## src/rtl/imem_loader_if.sv

```systemverilog
// ---------------------------------------------------------------------------
// imem_loader_if
//
// Purpose:
//   Bundles the two buses the instruction memory loader sits between:
//   the incoming program byte stream (valid/ready handshake) and the
//   outgoing instruction RAM write port.
//
// Signals:
//   Byte_In     [7:0]        stream data byte
//   Byte_Valid               Byte_In valid
//   Byte_Ready               loader can accept a byte this cycle
//   Mem_Addr    [ADDR_W-1:0] instruction RAM write address
//   Mem_Data    [DATA_W-1:0] instruction RAM write data
//   Mem_Wr                   instruction RAM write strobe
//
// Modports:
//   master - host side: drives the byte stream and observes the RAM port
//   slave  - loader side: consumes the byte stream and drives the RAM port
// ---------------------------------------------------------------------------
interface imem_loader_if #(
    parameter int ADDR_W = 7,
    parameter int DATA_W = 16
);

    logic [7:0]        Byte_In;
    logic              Byte_Valid;
    logic              Byte_Ready;
    logic [ADDR_W-1:0] Mem_Addr;
    logic [DATA_W-1:0] Mem_Data;
    logic              Mem_Wr;

    modport master (
        output Byte_In,
        output Byte_Valid,
        input  Byte_Ready,
        input  Mem_Addr,
        input  Mem_Data,
        input  Mem_Wr
    );

    modport slave (
        input  Byte_In,
        input  Byte_Valid,
        output Byte_Ready,
        output Mem_Addr,
        output Mem_Data,
        output Mem_Wr
    );

endinterface

```

## src/rtl/imem_loader.sv

```systemverilog
// ---------------------------------------------------------------------------
// imem_loader
//
// Purpose:
//   Writer-side counterpart to the instruction fetch path. Receives a
//   program image as a byte stream (header byte = word count N, then N
//   big-endian 16-bit words), writes the words sequentially into the
//   instruction RAM starting at address 0, and holds the CPU in reset
//   until a complete, valid image has been written.
//
// Ports:
//   Clk           system clock, rising edge
//   Rst           synchronous reset, active-low
//   Start         begin a load (pulse or level); ignored while Busy
//   bus           imem_loader_if.slave: byte stream in, RAM write port out
//   CPU_Rst       active-high reset to the CPU controller/PC
//   Busy          load in progress
//   Done          image loaded successfully
//   Err           load aborted
//   Words_Loaded  words written in the current/last load
//   OutState      current FSM state encoding, for debug
//
// Configuration:
//   IMEM_LOADER_CHECKSUM_EN - when defined, a trailing checksum byte (XOR
//   of all data bytes) is required after the last word; a mismatch ends
//   the load in ERR. When undefined the CHK state is never entered.
// ---------------------------------------------------------------------------
module imem_loader #(
    parameter int ADDR_W    = 7,
    parameter int DATA_W    = 16,
    parameter int MAX_WORDS = 128
) (
    input  logic               Clk,
    input  logic               Rst,
    input  logic               Start,
    imem_loader_if.slave       bus,
    output logic               CPU_Rst,
    output logic               Busy,
    output logic               Done,
    output logic               Err,
    output logic [7:0]         Words_Loaded,
    output logic [2:0]         OutState
);

    typedef enum logic [2:0] {
        IDLE  = 3'd0,
        HDR   = 3'd1,
        HI    = 3'd2,
        LO    = 3'd3,
        WRITE = 3'd4,
        DONE  = 3'd5,
        ERR   = 3'd6,
        CHK   = 3'd7
    } state_t;

    // Header values above this limit are rejected; 9 bits so that a
    // MAX_WORDS of 256 would still compare correctly against an 8-bit byte.
    localparam logic [8:0]        MAX_WORDS_LIM = 9'(MAX_WORDS);
    localparam logic [ADDR_W-1:0] ADDR_ONE      = ADDR_W'(1);

    state_t            state;
    state_t            next_state;

    logic              byte_ready;
    logic              mem_wr;
    logic [ADDR_W-1:0] mem_addr;
    logic [DATA_W-1:0] mem_data;
    logic [7:0]        word_count;
    logic [7:0]        words_loaded;

    logic              next_ready;
    logic              next_wr;
    logic              next_busy;
    logic              next_done;
    logic              next_err;
    logic              next_cpu_rst;

    logic              byte_accept;
    logic              hdr_zero;
    logic              hdr_too_big;
    logic              last_word;

`ifdef IMEM_LOADER_CHECKSUM_EN
    logic [7:0]        run_xor;
`endif

    assign byte_accept = bus.Byte_Valid && byte_ready;
    assign hdr_zero    = (bus.Byte_In == 8'd0);
    assign hdr_too_big = ({1'b0, bus.Byte_In} > MAX_WORDS_LIM);
    assign last_word   = ((words_loaded + 8'd1) == word_count);

    // Next-state logic. Every registered output is then decoded from the
    // next state, so outputs change on the same edge as OutState and
    // Byte_Ready never depends on Byte_Valid.
    always_comb begin
        next_state = state;

        case (state)
            IDLE: begin
                if (Start) begin
                    next_state = HDR;
                end
            end
            HDR: begin
                if (byte_accept) begin
                    if (hdr_zero) begin
`ifdef IMEM_LOADER_CHECKSUM_EN
                        next_state = CHK;
`else
                        next_state = DONE;
`endif
                    end else if (hdr_too_big) begin
                        next_state = ERR;
                    end else begin
                        next_state = HI;
                    end
                end
            end
            HI: begin
                if (byte_accept) begin
                    next_state = LO;
                end
            end
            LO: begin
                if (byte_accept) begin
                    next_state = WRITE;
                end
            end
            WRITE: begin
                if (last_word) begin
`ifdef IMEM_LOADER_CHECKSUM_EN
                    next_state = CHK;
`else
                    next_state = DONE;
`endif
                end else begin
                    next_state = HI;
                end
            end
            DONE, ERR: begin
                if (Start) begin
                    next_state = HDR;
                end
            end
`ifdef IMEM_LOADER_CHECKSUM_EN
            CHK: begin
                if (byte_accept) begin
                    next_state = (bus.Byte_In == run_xor) ? DONE : ERR;
                end
            end
`endif
            default: begin
                next_state = IDLE;
            end
        endcase

        next_ready   = (next_state == HDR) || (next_state == HI) ||
                       (next_state == LO)  || (next_state == CHK);
        next_wr      = (next_state == WRITE);
        next_busy    = (next_state == HDR) || (next_state == HI) ||
                       (next_state == LO)  || (next_state == WRITE) ||
                       (next_state == CHK);
        next_done    = (next_state == DONE);
        next_err     = (next_state == ERR);
        // The CPU only runs once a good image is in place.
        next_cpu_rst = (next_state != DONE);
    end

    // State and status register.
    always_ff @(posedge Clk) begin
        if (!Rst) begin
            state      <= IDLE;
            byte_ready <= 1'b0;
            mem_wr     <= 1'b0;
            Busy       <= 1'b0;
            Done       <= 1'b0;
            Err        <= 1'b0;
            CPU_Rst    <= 1'b1;
        end else begin
            state      <= next_state;
            byte_ready <= next_ready;
            mem_wr     <= next_wr;
            Busy       <= next_busy;
            Done       <= next_done;
            Err        <= next_err;
            CPU_Rst    <= next_cpu_rst;
        end
    end

    // Word assembly, address and count bookkeeping. Mem_Addr and Mem_Data
    // only move outside WRITE, so they are stable during the strobe. The
    // address wraps naturally at 2**ADDR_W, which only happens after the
    // last word of a full-size image.
    always_ff @(posedge Clk) begin
        if (!Rst) begin
            mem_addr     <= '0;
            mem_data     <= '0;
            word_count   <= '0;
            words_loaded <= '0;
        end else begin
            case (state)
                IDLE, DONE, ERR: begin
                    if (Start) begin
                        mem_addr     <= '0;
                        words_loaded <= '0;
                    end
                end
                HDR: begin
                    if (byte_accept) begin
                        word_count <= bus.Byte_In;
                    end
                end
                HI: begin
                    if (byte_accept) begin
                        mem_data[DATA_W-1:8] <= bus.Byte_In;
                    end
                end
                LO: begin
                    if (byte_accept) begin
                        mem_data[7:0] <= bus.Byte_In;
                    end
                end
                WRITE: begin
                    words_loaded <= words_loaded + 8'd1;
                    mem_addr     <= mem_addr + ADDR_ONE;
                end
                default: begin
                end
            endcase
        end
    end

`ifdef IMEM_LOADER_CHECKSUM_EN
    // Running XOR of data bytes only; the header is excluded and the
    // accumulator restarts whenever a new load begins.
    always_ff @(posedge Clk) begin
        if (!Rst) begin
            run_xor <= 8'd0;
        end else if ((state != HDR) && (next_state == HDR)) begin
            run_xor <= 8'd0;
        end else if (byte_accept && ((state == HI) || (state == LO))) begin
            run_xor <= run_xor ^ bus.Byte_In;
        end
    end
`endif

    assign bus.Byte_Ready = byte_ready;
    assign bus.Mem_Wr     = mem_wr;
    assign bus.Mem_Addr   = mem_addr;
    assign bus.Mem_Data   = mem_data;
    assign Words_Loaded   = words_loaded;
    assign OutState       = state;

endmodule

```

## src/flat_wrapper.sv

```systemverilog
// flat-port wrapper written by rule: the top's interface ports become plain ports
module imem_loader_flat 
#(
    parameter int ADDR_W    = 7,
    parameter int DATA_W    = 16,
    parameter int MAX_WORDS = 128
)
  (Clk, Rst, Start, CPU_Rst, Busy, Done, Err, Words_Loaded, OutState, bus_Byte_In, bus_Byte_Valid, bus_Byte_Ready, bus_Mem_Addr, bus_Mem_Data, bus_Mem_Wr);
  imem_loader_if #(.ADDR_W(ADDR_W), .DATA_W(DATA_W)) bus_i ();
  input  logic Clk;
  input  logic Rst;
  input  logic Start;
  output logic CPU_Rst;
  output logic Busy;
  output logic Done;
  output logic Err;
  output logic [7:0] Words_Loaded;
  output logic [2:0] OutState;
  input wire logic [$bits(bus_i.Byte_In)-1:0] bus_Byte_In;
  input wire logic [$bits(bus_i.Byte_Valid)-1:0] bus_Byte_Valid;
  output wire logic [$bits(bus_i.Byte_Ready)-1:0] bus_Byte_Ready;
  output wire logic [$bits(bus_i.Mem_Addr)-1:0] bus_Mem_Addr;
  output wire logic [$bits(bus_i.Mem_Data)-1:0] bus_Mem_Data;
  output wire logic [$bits(bus_i.Mem_Wr)-1:0] bus_Mem_Wr;
  assign bus_i.Byte_In = bus_Byte_In;
  assign bus_i.Byte_Valid = bus_Byte_Valid;
  assign bus_Byte_Ready = bus_i.Byte_Ready;
  assign bus_Mem_Addr = bus_i.Mem_Addr;
  assign bus_Mem_Data = bus_i.Mem_Data;
  assign bus_Mem_Wr = bus_i.Mem_Wr;
  imem_loader #(.ADDR_W(ADDR_W), .DATA_W(DATA_W), .MAX_WORDS(MAX_WORDS)) u_core (.Clk(Clk), .Rst(Rst), .Start(Start), .bus(bus_i), .CPU_Rst(CPU_Rst), .Busy(Busy), .Done(Done), .Err(Err), .Words_Loaded(Words_Loaded), .OutState(OutState));
endmodule
```

## config.mk

```make
export PLATFORM = sky130hd
export DESIGN_NAME = imem_loader_flat
export DESIGN_NICKNAME = d
export VERILOG_FILES = /design/src/rtl/imem_loader_if.sv /design/src/rtl/imem_loader.sv /design/src/flat_wrapper.sv
export SDC_FILE = /design/constraint.sdc
export NUM_CORES = 1
export LEC_CHECK = 0
export CORE_MARGIN = 3
export CORE_UTILIZATION = 50
export DETAILED_ROUTE_END_ITERATION = 12
export DONT_BUFFER_PORTS = 1
export RECOVER_POWER = 50
export REMOVE_ABC_BUFFERS = 1
export SETUP_SLACK_MARGIN = 0.3
export SKIP_CTS_REPAIR_TIMING = 1
export SYNTH_ARGS = -nofsm -noshare
export SYNTH_HDL_FRONTEND = slang
export SYNTH_SLANG_ARGS = --single-unit
```

## constraint.sdc

```tcl
create_clock -name Clk -period 4.1 [get_ports Clk]
set_clock_uncertainty 0.15 [all_clocks]
set_input_delay 1.23 -clock Clk [delete_from_list [all_inputs] [get_ports Clk]]
set_output_delay 1.23 -clock Clk [all_outputs]
set_load 0.05 [all_outputs]
```

# == After elaboration in Yosys (flattened, before gate mapping) ==
# Index checks and enable logic that the tools add are counted.
# word_totals
elab_cells,57
inputBits,12
ff_bits,48
output_inout_bits,40
# op_classes
n_mux,12
n_eq_ne,16
n_addsub,2
reduce_logical,14
order_cmp,1
# ops
operator,count
"== test 3 bit, second input constant",7
2-to-1 mux 3 bit,7
one-hot mux 8 bit (2 select lines),1
one-hot mux 3 bit (5 select lines),1
one-hot mux 7 bit (2 select lines),1
"== test 3 x 2 -> 1 bit, second input constant",4
"adder 8 x 1 -> 8 bit, second input constant",1
== test 8 bit,1
"> comparator 8 bit, second input constant",1
logical NOT 8 bit,1
2-to-1 mux 8 bit,1
AND reduction 2 bit,4
"adder 7 x 1 -> 7 bit, second input constant",1
2-to-1 mux 7 bit,1
"== test 3 x 1 -> 1 bit, second input constant",2
logical OR 1 bit,5
logical NOT 3 bit,1
"inequality test 3 bit, second input constant",1
OR reduction 3 bit,1
"inequality test 2 x 1 -> 1 bit, second input constant",1
nonzero test 2 bit,1
logical AND 1 bit,1

# == Logic depth before layout (Yosys ltp) ==
# depth
ltp_word,10
ltp_mapped,8
ltp_nobuf,7

# == Worst setup path after synthesis ==
# Ideal clock, no wire load.
# synth_path
path_kind,input to register
start,input bus_Byte_In[3]
end,"register u_core.mem_data[0], in the netlist u_core.bus.Mem_Data[0]"
path_slack_ns,1.197
t_required_ns,3.822
setup_ns,0.128
stages,7
arrival_time_ns,2.625
path_buffers,1
path_cell_list,nor4_1 > a211oi_1 > nor3b_1 > o211ai_1 > buf_4 > mux2i_1 > nor2_1
# synth_rtl
item,line,source
start: declaration,flat_wrapper.sv:19,input wire logic [$bits(bus_i.Byte_In)-1:0] bus_Byte_In;
end signal: indexed assignment,imem_loader.sv:215,mem_data[DATA_W-1:8] <= bus.Byte_In;
end signal: assignment,imem_loader.sv:220,mem_data[7:0] <= bus.Byte_In;
end: declaration,imem_loader.sv:67,logic [DATA_W-1:0] mem_data;

==> impl_metrics.tcl <==
set metrics [dict create \
    antennaDiodeCount 0 \
    finalWirelength_um 5140 \
    path_cells "nor4_1 > a211oi_1 > nor3b_1 > o211ai_1 > buf_4 > mux2i_1 > nor2_1" \
    cts.htree.levels 2 \
    clk_latency_ns 0.30 \
    hp-class "reg -> reg" \
    viasPerCell 5.83 \
    start_util 0.541 \
    arrival_ns 3.17 \
    drtAntennaViolNets 0 \
    first_iter_violations 127 \
    syn_area_per_cell_um2 8.35 \
    grt.busiest_layer "met2" \
    met1_usage 0.279 \
    num_vias 1867 \
    cts_tree "done" \
    rr_startpoint "u_core.Words_Loaded[0]" \
    clk_path_buf_depth 2 \
    gp_congestion 0.810 \
    overflow 0 \
    worst_pin_slew_ns 0.891 \
    status "finished, final reports clean" \
    synth_ff_type "dfxtp_1" \
    worstSetupStartpointType "input port" \
    die_height_um 73.4 \
    min_from "u_core.word_count[6]" \
    end_kind "flop" \
    fin_crit_sh 0.768 \
    synth_edf_count 0 \
    die_w_um 73.4 \
    slew_viol_final 0 \
    path_buf_inv 1 \
    critPathKind "in -> reg" \
    firstDrtPassIters 4 \
    synth_cells 272 \
    dp_hpwl_um 3700 \
    cp_top_family "simple AND/OR/NAND/NOR gates" \
    areaGrowthSynthToFinish_pct 4.96 \
    clk_pin_slew_worst_paths_ns 0.09 \
    core_area_mm2 0.00420 \
    async_flop_share 0 \
    avgRoutedWirePerCell_um 16.1 \
    antenna_found_initial 0 \
    mostFrequentLayoutCells "48 x dfxtp_1, 35 x nor2_1, 31 x a21oi_1" \
    drive_gt1_frac 0.0667 \
    portBuffers 0 \
    core.rowCount 23 \
    ys_seq_area_frac 0.423 \
    netlist_area_mm2 0.00227 \
    stdcell_count 320 \
    max_slew_margin 0.406 \
    die_area_mm2 0.00539 \
    numCtsBuffers 5 \
    worst_path_max_delay_cell "nor4_1" \
    final.setup.tns_ns 0 \
    ys_warn_count 0 \
    final_common_cell "dfxtp_1" \
    peakVddDrop_uv 204 \
    nets 283 \
    grt_use_total 0.198 \
    post-route-util 0.568 \
    critical-path-max-stage-delay_ns 0.55 \
    hold_viol 0 \
    setup_viol 0 \
    first_global_vias 1741 \
    grt_max_degree 23 \
    grtUsageMet3 0.0643 \
    grt_pass1_wl_um 8330 \
    drc 0 \
    worst-endpoint-required_ns 4.12 \
    rsz0062_at_grt "false" \
    cts-root-buf "clkbuf_8" \
    path_max_fanout 5 \
    grtUsageMet2 0.288 \
    cap_violations 0 \
    dp.cells 312 \
    p_per_area_mw_per_mm2 362 \
    synth_seq_cells 48 \
    fmaxAchievable_ghz 0.318 \
    startpoint "bus_Byte_In[3]" \
    fillers 422 \
    ios 52 \
    synth.distinct_cells 53 \
    power_leakage_nw 0.898 \
    clkSinkCount 48 \
    min_period_ns 3.15 \
]
per-stage QoR:
step                power [mW]  cell area (um^2)  hold WS, ns  setup WS (ns)
floorplan                0.564              2190        0.296          0.820
global route             0.904              2380        0.344          0.665
finish                   0.862              2380        0.323          0.951
global placement         0.583              2300        0.309          0.704
detailed placement       0.583              2300        0.312          0.631
CTS                      0.877              2400        0.325          0.950
state kept, by name (all words and copies together) (netlist names):
| signal | cells |
|---|---|
| u_core.Done | 1 |
| u_core.OutState | 3 |
| u_core.Words_Loaded | 8 |
| u_core.Busy | 1 |
| u_core.bus.Mem_Wr | 1 |
| u_core.bus.Byte_Ready | 1 |
| u_core.Err | 1 |
| u_core.word_count | 8 |
| u_core.bus.Mem_Data | 16 |
| u_core.CPU_Rst | 1 |
| u_core.bus.Mem_Addr | 7 |
area by class of cell:
cell class	count	area (um^2)	share of cell area
tap	50	62.6	0.0262
timing repair buffer	6	37.5	0.0157
inverter	9	33.8	0.0142
sequential	48	961	0.403
clock buffer	7	86.3	0.0362
clock inverter	1	7.51	0.00315
multi-input combinational	199	1200	0.502
tightest hold or removal path, cell delays in order, from the launching register on:
cell and delay [ns]:
dfxtp_1 0.32, nand2_1 0.05, a21oi_1 0.05
final timing paths:
kind,endpoint,slack [ns],cells past startpoint
max,u_core.bus.Mem_Data[2],0.95,7
max reg2reg,u_core.Busy,1.01,8
min reg2reg,u_core.word_count[6],0.32,2
min,u_core.word_count[6],0.32,2
synth_stat cells, types with 2 or more instances:
master    instances  area [um^2]
or2_0             2         12.5
nand3_1           5         25.0
a21o_1            2         15.0
xor2_1            4         35.0
o211ai_1          2         15.0
o21bai_1          2         15.0
ha_1              2         25.0
nand4_1           3         18.8
a22oi_1           2         15.0
and3_1            2         12.5
o221ai_1          2         17.5
a21oi_1          31          155
nand2b_1          2         12.5
nor2_1           35          131
clkbuf_1          9         33.8
buf_2             5         25.0
nor2_2            2         12.5
nand3b_1          4         30.0
nor3_1            5         25.0
inv_1             9         33.8
nor3b_1           3         22.5
and3b_1           2         17.5
nand2_1          27          101
mux2i_1          16          160
nor4_1            2         12.5
a211oi_1          2         15.0
dfxtp_1          48          961
o22ai_1           3         18.8
a31oi_1           2         12.5
o21ai_0          10         50.1
xnor2_1           5         43.8
metal layers:
metal	wire, um	vias up
met5	0	-
met4	55	0
met3	326	5
met2	2270	52
met1	2490	860
li1	-	950
report_power, final:
group / internal (mW) / leakage [nW] / switching, mW
registers: 0.474 / 0.388 / 0.0278
clock network: 0.137 / 0.0445 / 0.154
logic: 0.0254 / 0.466 / 0.0433
total: 0.637 / 0.898 / 0.225
cells by family (layout without fill, tap and decap cells):
| kind of cell | Yosys count | after routing | synth area share |
|---|---|---|---|
| adder cells (fa/ha/maj) | 2 | 2 | 0.0110 |
| XOR/XNOR | 9 | 9 | 0.0347 |
| multiplexers | 16 | 16 | 0.0705 |
| flip-flops | 48 | 48 | 0.423 |
| buffers and inverters | 25 | 23 | 0.0490 |
| AND/OR/NAND/NOR | 103 | 103 | 0.223 |
| AO/OA/AOI/OAI | 69 | 69 | 0.189 |
Note: power is estimated with default switching activity, not from simulation.
==> patch 1 (same flow settings) <==
Build with the macro `IMEM_LOADER_CHECKSUM_EN` defined.
--- a/src/rtl/imem_loader.sv
+++ b/src/rtl/imem_loader.sv
@@ -25,6 +25,8 @@
 //   of all data bytes) is required after the last word; a mismatch ends
 //   the load in ERR. When undefined the CHK state is never entered.
 // ---------------------------------------------------------------------------
+`define IMEM_LOADER_CHECKSUM_EN
+
 module imem_loader #(
     parameter int ADDR_W    = 7,
     parameter int DATA_W    = 16,
Check against the original RTL: not equivalent (a bounded check fails within 4 cycles, from zero or initial values and one cycle with Rst low).
==> patch 1 against the unedited design <==
  * Routed wire length grew 19%
  * Largest power group unchanged
  * Synthesized area rose by 22%
  * Cell count up 25%
  * Total power up 15%
  * Final area rose by 21%
  * Highest routed layer unchanged
  * Sequential cell count increased by 8
  * Synthesized cell count rose by 24%
  * Worst setup slack lost 370 ps
==> patch 1: results (changes against the unedited design) <==
Place
  – Post-DP HPWL: 4370 microns (was 3700 microns)
  – DP Area: 2820 sq um (was 2300 sq um)
  – Routability cong.: 0.849 (was 0.810)
  – Placed Cells: 392 (was 312)

Timing
  – Worst-margin pin slew: 1090 ps (was 891 ps)

Critical path
  – Slowest stage delay, CP: 620 ps (was 550 ps)
  – Delay-heaviest family, CP: compound AO/OA/AOI/OAI gates (was simple AND/OR/NAND/NOR gates)
  – R2R Setup Slk: 580 ps (was 1010 ps)
  – CP Max Fanout: 10 (was 5)
  – Slowest CP cell: clkbuf_1 (was nor4_1)
  – Reg2reg end: u_core.run_xor[3]$_SDFFE_PP0P_ (was u_core.Busy$_SDFF_PN0_)
  – Crit Path Class: reg -> reg (was in -> reg)
  – Critical path arrival: 3550 ps (was 3170 ps)

Drt
  – Drt initial violations: 90 (was 127)
  – WL per Instance: 15.3 microns (was 16.1 microns)

Cells and area
  – Filler cells: 532 (was 422)
  – Layout cells sized above 1: 0.0636 (was 0.0667)
  – Layout net count: 343 (was 283)
  – Multi-input gate area: 1510 sq um (was 1200 sq um)

Synth
  – Sequential area share after synthesis: 0.403 (was 0.423)
  – Synth unique cells: 49 (was 53)
  – Mean Syn Cell Area: 8.26 sq um (was 8.35 sq um)

Worst hold path
  – HP Start: u_core.word_count[5]$_SDFFE_PN0P_ (was u_core.word_count[6]$_SDFFE_PN0P_)

Global route
  – First-pass GRT wire length: 10,200 microns (was 8330 microns)
  – Grt met3 use: 0.0617 (was 0.0643)
  – Met2 Use GR: 0.316 (was 0.288)
  – All-layer global routing usage: 0.201 (was 0.198)
  – Vias in the first global route: 2,087 (was 1,741)
  – Largest net degree at the start of global routing: 26 (was 23)
  – M1 GR Usage: 0.265 (was 0.279)

Power and ir drop
  – Seq pwr share: 0.591 (was 0.582)
  – VDD IR max: 208 uV (was 204 uV)
  – Static Leak: 0.999 nW (was 0.898 nW)
  – Pwr/cell area: 345 nW/um^2 (was 362 nW/um^2)
  – Sw Share: 0.285 (was 0.262)

Clocking
  – Clock slew seen by the registers of the worst setup and hold paths: 100 ps

Outcome
  – Outcome: finished, final reports clean (unchanged)
==> patch 1: cell type report <==
cell class | count | share of cell area
repair buffers | 9 | 0.0182
clock buffers | 6 | 0.0252
clock inverters | 2 | 0.00564
flip-flops and latches | 56 | 0.389
inverters | 7 | 0.00911
well taps | 70 | 0.0304
multi-input cells | 250 | 0.523
==> patch 1: metrics by stage <==
stage	hold WS [ps]	setup slack, ps
2_1_floorplan	334	479
3_3_place_gp	357	1090
3_5_place_dp	362	1000
4_1_cts	386	987
5_1_grt	416	420
6_report	376	580
==> patch 1: layer usage <==
layer	share of wire	up-vias
met5	0	-
met4	0.0099	0
met3	0.064	6
met2	0.44	53
met1	0.48	1037
li1	-	1149
==> patch 1: kinds of logic after synthesis <==
group,share of synthesized area
buf+inv,0.0549
flops,0.403
fa+ha+maj,0.0126
mux,0.0576
simple gates,0.242
compound gates,0.151
xor+xnor,0.0787
==> patch 2 (same flow settings) <==
Without the edit above. Register the output `Err` once more, with the module's reset; this adds one clock of latency there. The other outputs are not delayed to match.
--- a/src/rtl/imem_loader.sv
+++ b/src/rtl/imem_loader.sv
@@ -58,6 +58,8 @@
     localparam logic [8:0]        MAX_WORDS_LIM = 9'(MAX_WORDS);
     localparam logic [ADDR_W-1:0] ADDR_ONE      = ADDR_W'(1);
 
+    logic Err_s0;
+
     state_t            state;
     state_t            next_state;
 
@@ -174,7 +176,7 @@
             mem_wr     <= 1'b0;
             Busy       <= 1'b0;
             Done       <= 1'b0;
-            Err        <= 1'b0;
+            Err_s0     <= 1'b0;
             CPU_Rst    <= 1'b1;
         end else begin
             state      <= next_state;
@@ -182,7 +184,7 @@
             mem_wr     <= next_wr;
             Busy       <= next_busy;
             Done       <= next_done;
-            Err        <= next_err;
+            Err_s0     <= next_err;
             CPU_Rst    <= next_cpu_rst;
         end
     end
@@ -251,5 +253,13 @@
     assign Words_Loaded   = words_loaded;
     assign OutState       = state;
 
+    always_ff @(posedge Clk) begin
+        if (!Rst) begin
+            Err <= '0;
+        end else begin
+            Err <= Err_s0;
+        end
+    end
+
 endmodule
 
Behaviour: not the same (Yosys sat finds a counterexample within 4 cycles, from zero or initial values and one cycle with Rst low).
==> patch 2 against the unedited design <==
  * Sequential cell count up 1
  * Routed wire length is 0.23% higher
  * Total power up 4.4%
  * Synthesized area grew 6.6%
  * Via count is 0.70% higher
  * Worst setup slack better by 20 ps
  * Final area increased by 4.0%
  * Sequential share of layout area decreased by 0.76 points
  * Largest power group unchanged
==> patch 2: results (changes against the unedited design) <==
Outcome
  – Outcome: finished, final reports clean (unchanged)

Worst hold path
  – HP Start: u_core.Err_s0$_SDFF_PN0_ (was u_core.word_count[6]$_SDFFE_PN0P_)

Place
  – Post-DP HPWL: 3450 microns (was 3700 microns)
  – Routability cong.: 0.754 (was 0.810)

Critical path
  – Critical path arrival: 3200 ps (was 3170 ps)
  – R2R Setup Slk: 970 ps (was 1010 ps)
  – Critical Path End: u_core.Err_s0$_SDFF_PN0_ (was u_core.bus.Mem_Data[2]$_SDFFE_PN0P_)
  – Slowest CP cell: dfxtp_1 (was nor4_1)
  – CP Max Fanout: 12 (was 5)
  – Reg2Reg Depth: 6 (was 8)

Synth
  – Mean Syn Cell Area: 8.84 sq um (was 8.35 sq um)
  – Sequential area share after synthesis: 0.405 (was 0.423)

Cells and area
  – Non-clock buffer share: 0.00454 (was 0.0157)
  – Multi-input gate area: 1310 sq um (was 1200 sq um)
  – Non-CTS inverters: 2 (was 9)
  – Layout cells sized above 1: 0.0755 (was 0.0667)
  – Multi-Input Combinational: 204 (was 199)
  – Layout net count: 279 (was 283)
  – Clock buf/inv share: 0.0419 (was 0.0393)

Global route
  – Largest net degree at the start of global routing: 46 (was 23)

Power and ir drop
  – Power share of the clock group: 0.377 (was 0.338)
  – Pwr/cell area: 363 nW/um^2 (was 362 nW/um^2)
  – VDD IR max: 203 uV (was 204 uV)
  – Switching pwr: 0.000217 W (was 0.000225 W)
  – Seq pwr: 0.000506 W (was 0.000502 W)

Drt
  – Routed wire length: 5150 microns (was 5140 microns)
  – Drt initial violations: 67 (was 127)
  – Via density: 5.93 (was 5.83)

Timing
  – Peak Freq: 0.320 GHz (was 0.318 GHz)
## patch 2: cell families after synthesis
logic type | synth area share
adder cells (fa/ha/maj) | 0.0103
multiplexers | 0.0661
XOR/XNOR | 0.0325
flip-flops | 0.405
buffers and inverters | 0.0460
AND/OR/NAND/NOR | 0.252
AO/OA/AOI/OAI | 0.188
## patch 2: worst min path at each step
stage | end | slack (ps) | depth (start not counted)
6_report | u_core.Err$_SDFF_PN0_ | 300 | 1
5_1_grt | u_core.Err$_SDFF_PN0_ | 310 | 1
4_1_cts | u_core.Err$_SDFF_PN0_ | 300 | 1
3_5_place_dp | u_core.Err$_SDFF_PN0_ | 280 | 1
3_3_place_gp | u_core.Err$_SDFF_PN0_ | 280 | 1
2_1_floorplan | u_core.Err$_SDFF_PN0_ | 260 | 1
## patch 2: metal layers
| metal | wire length, microns | global-route usage |
|---|---|---|
| met1 | 2360 | 0.238 |
| met2 | 2370 | 0.314 |
| met3 | 368 | 0.0633 |
| met4 | 57 | 0.0544 |
| met5 | 0 | 0 |
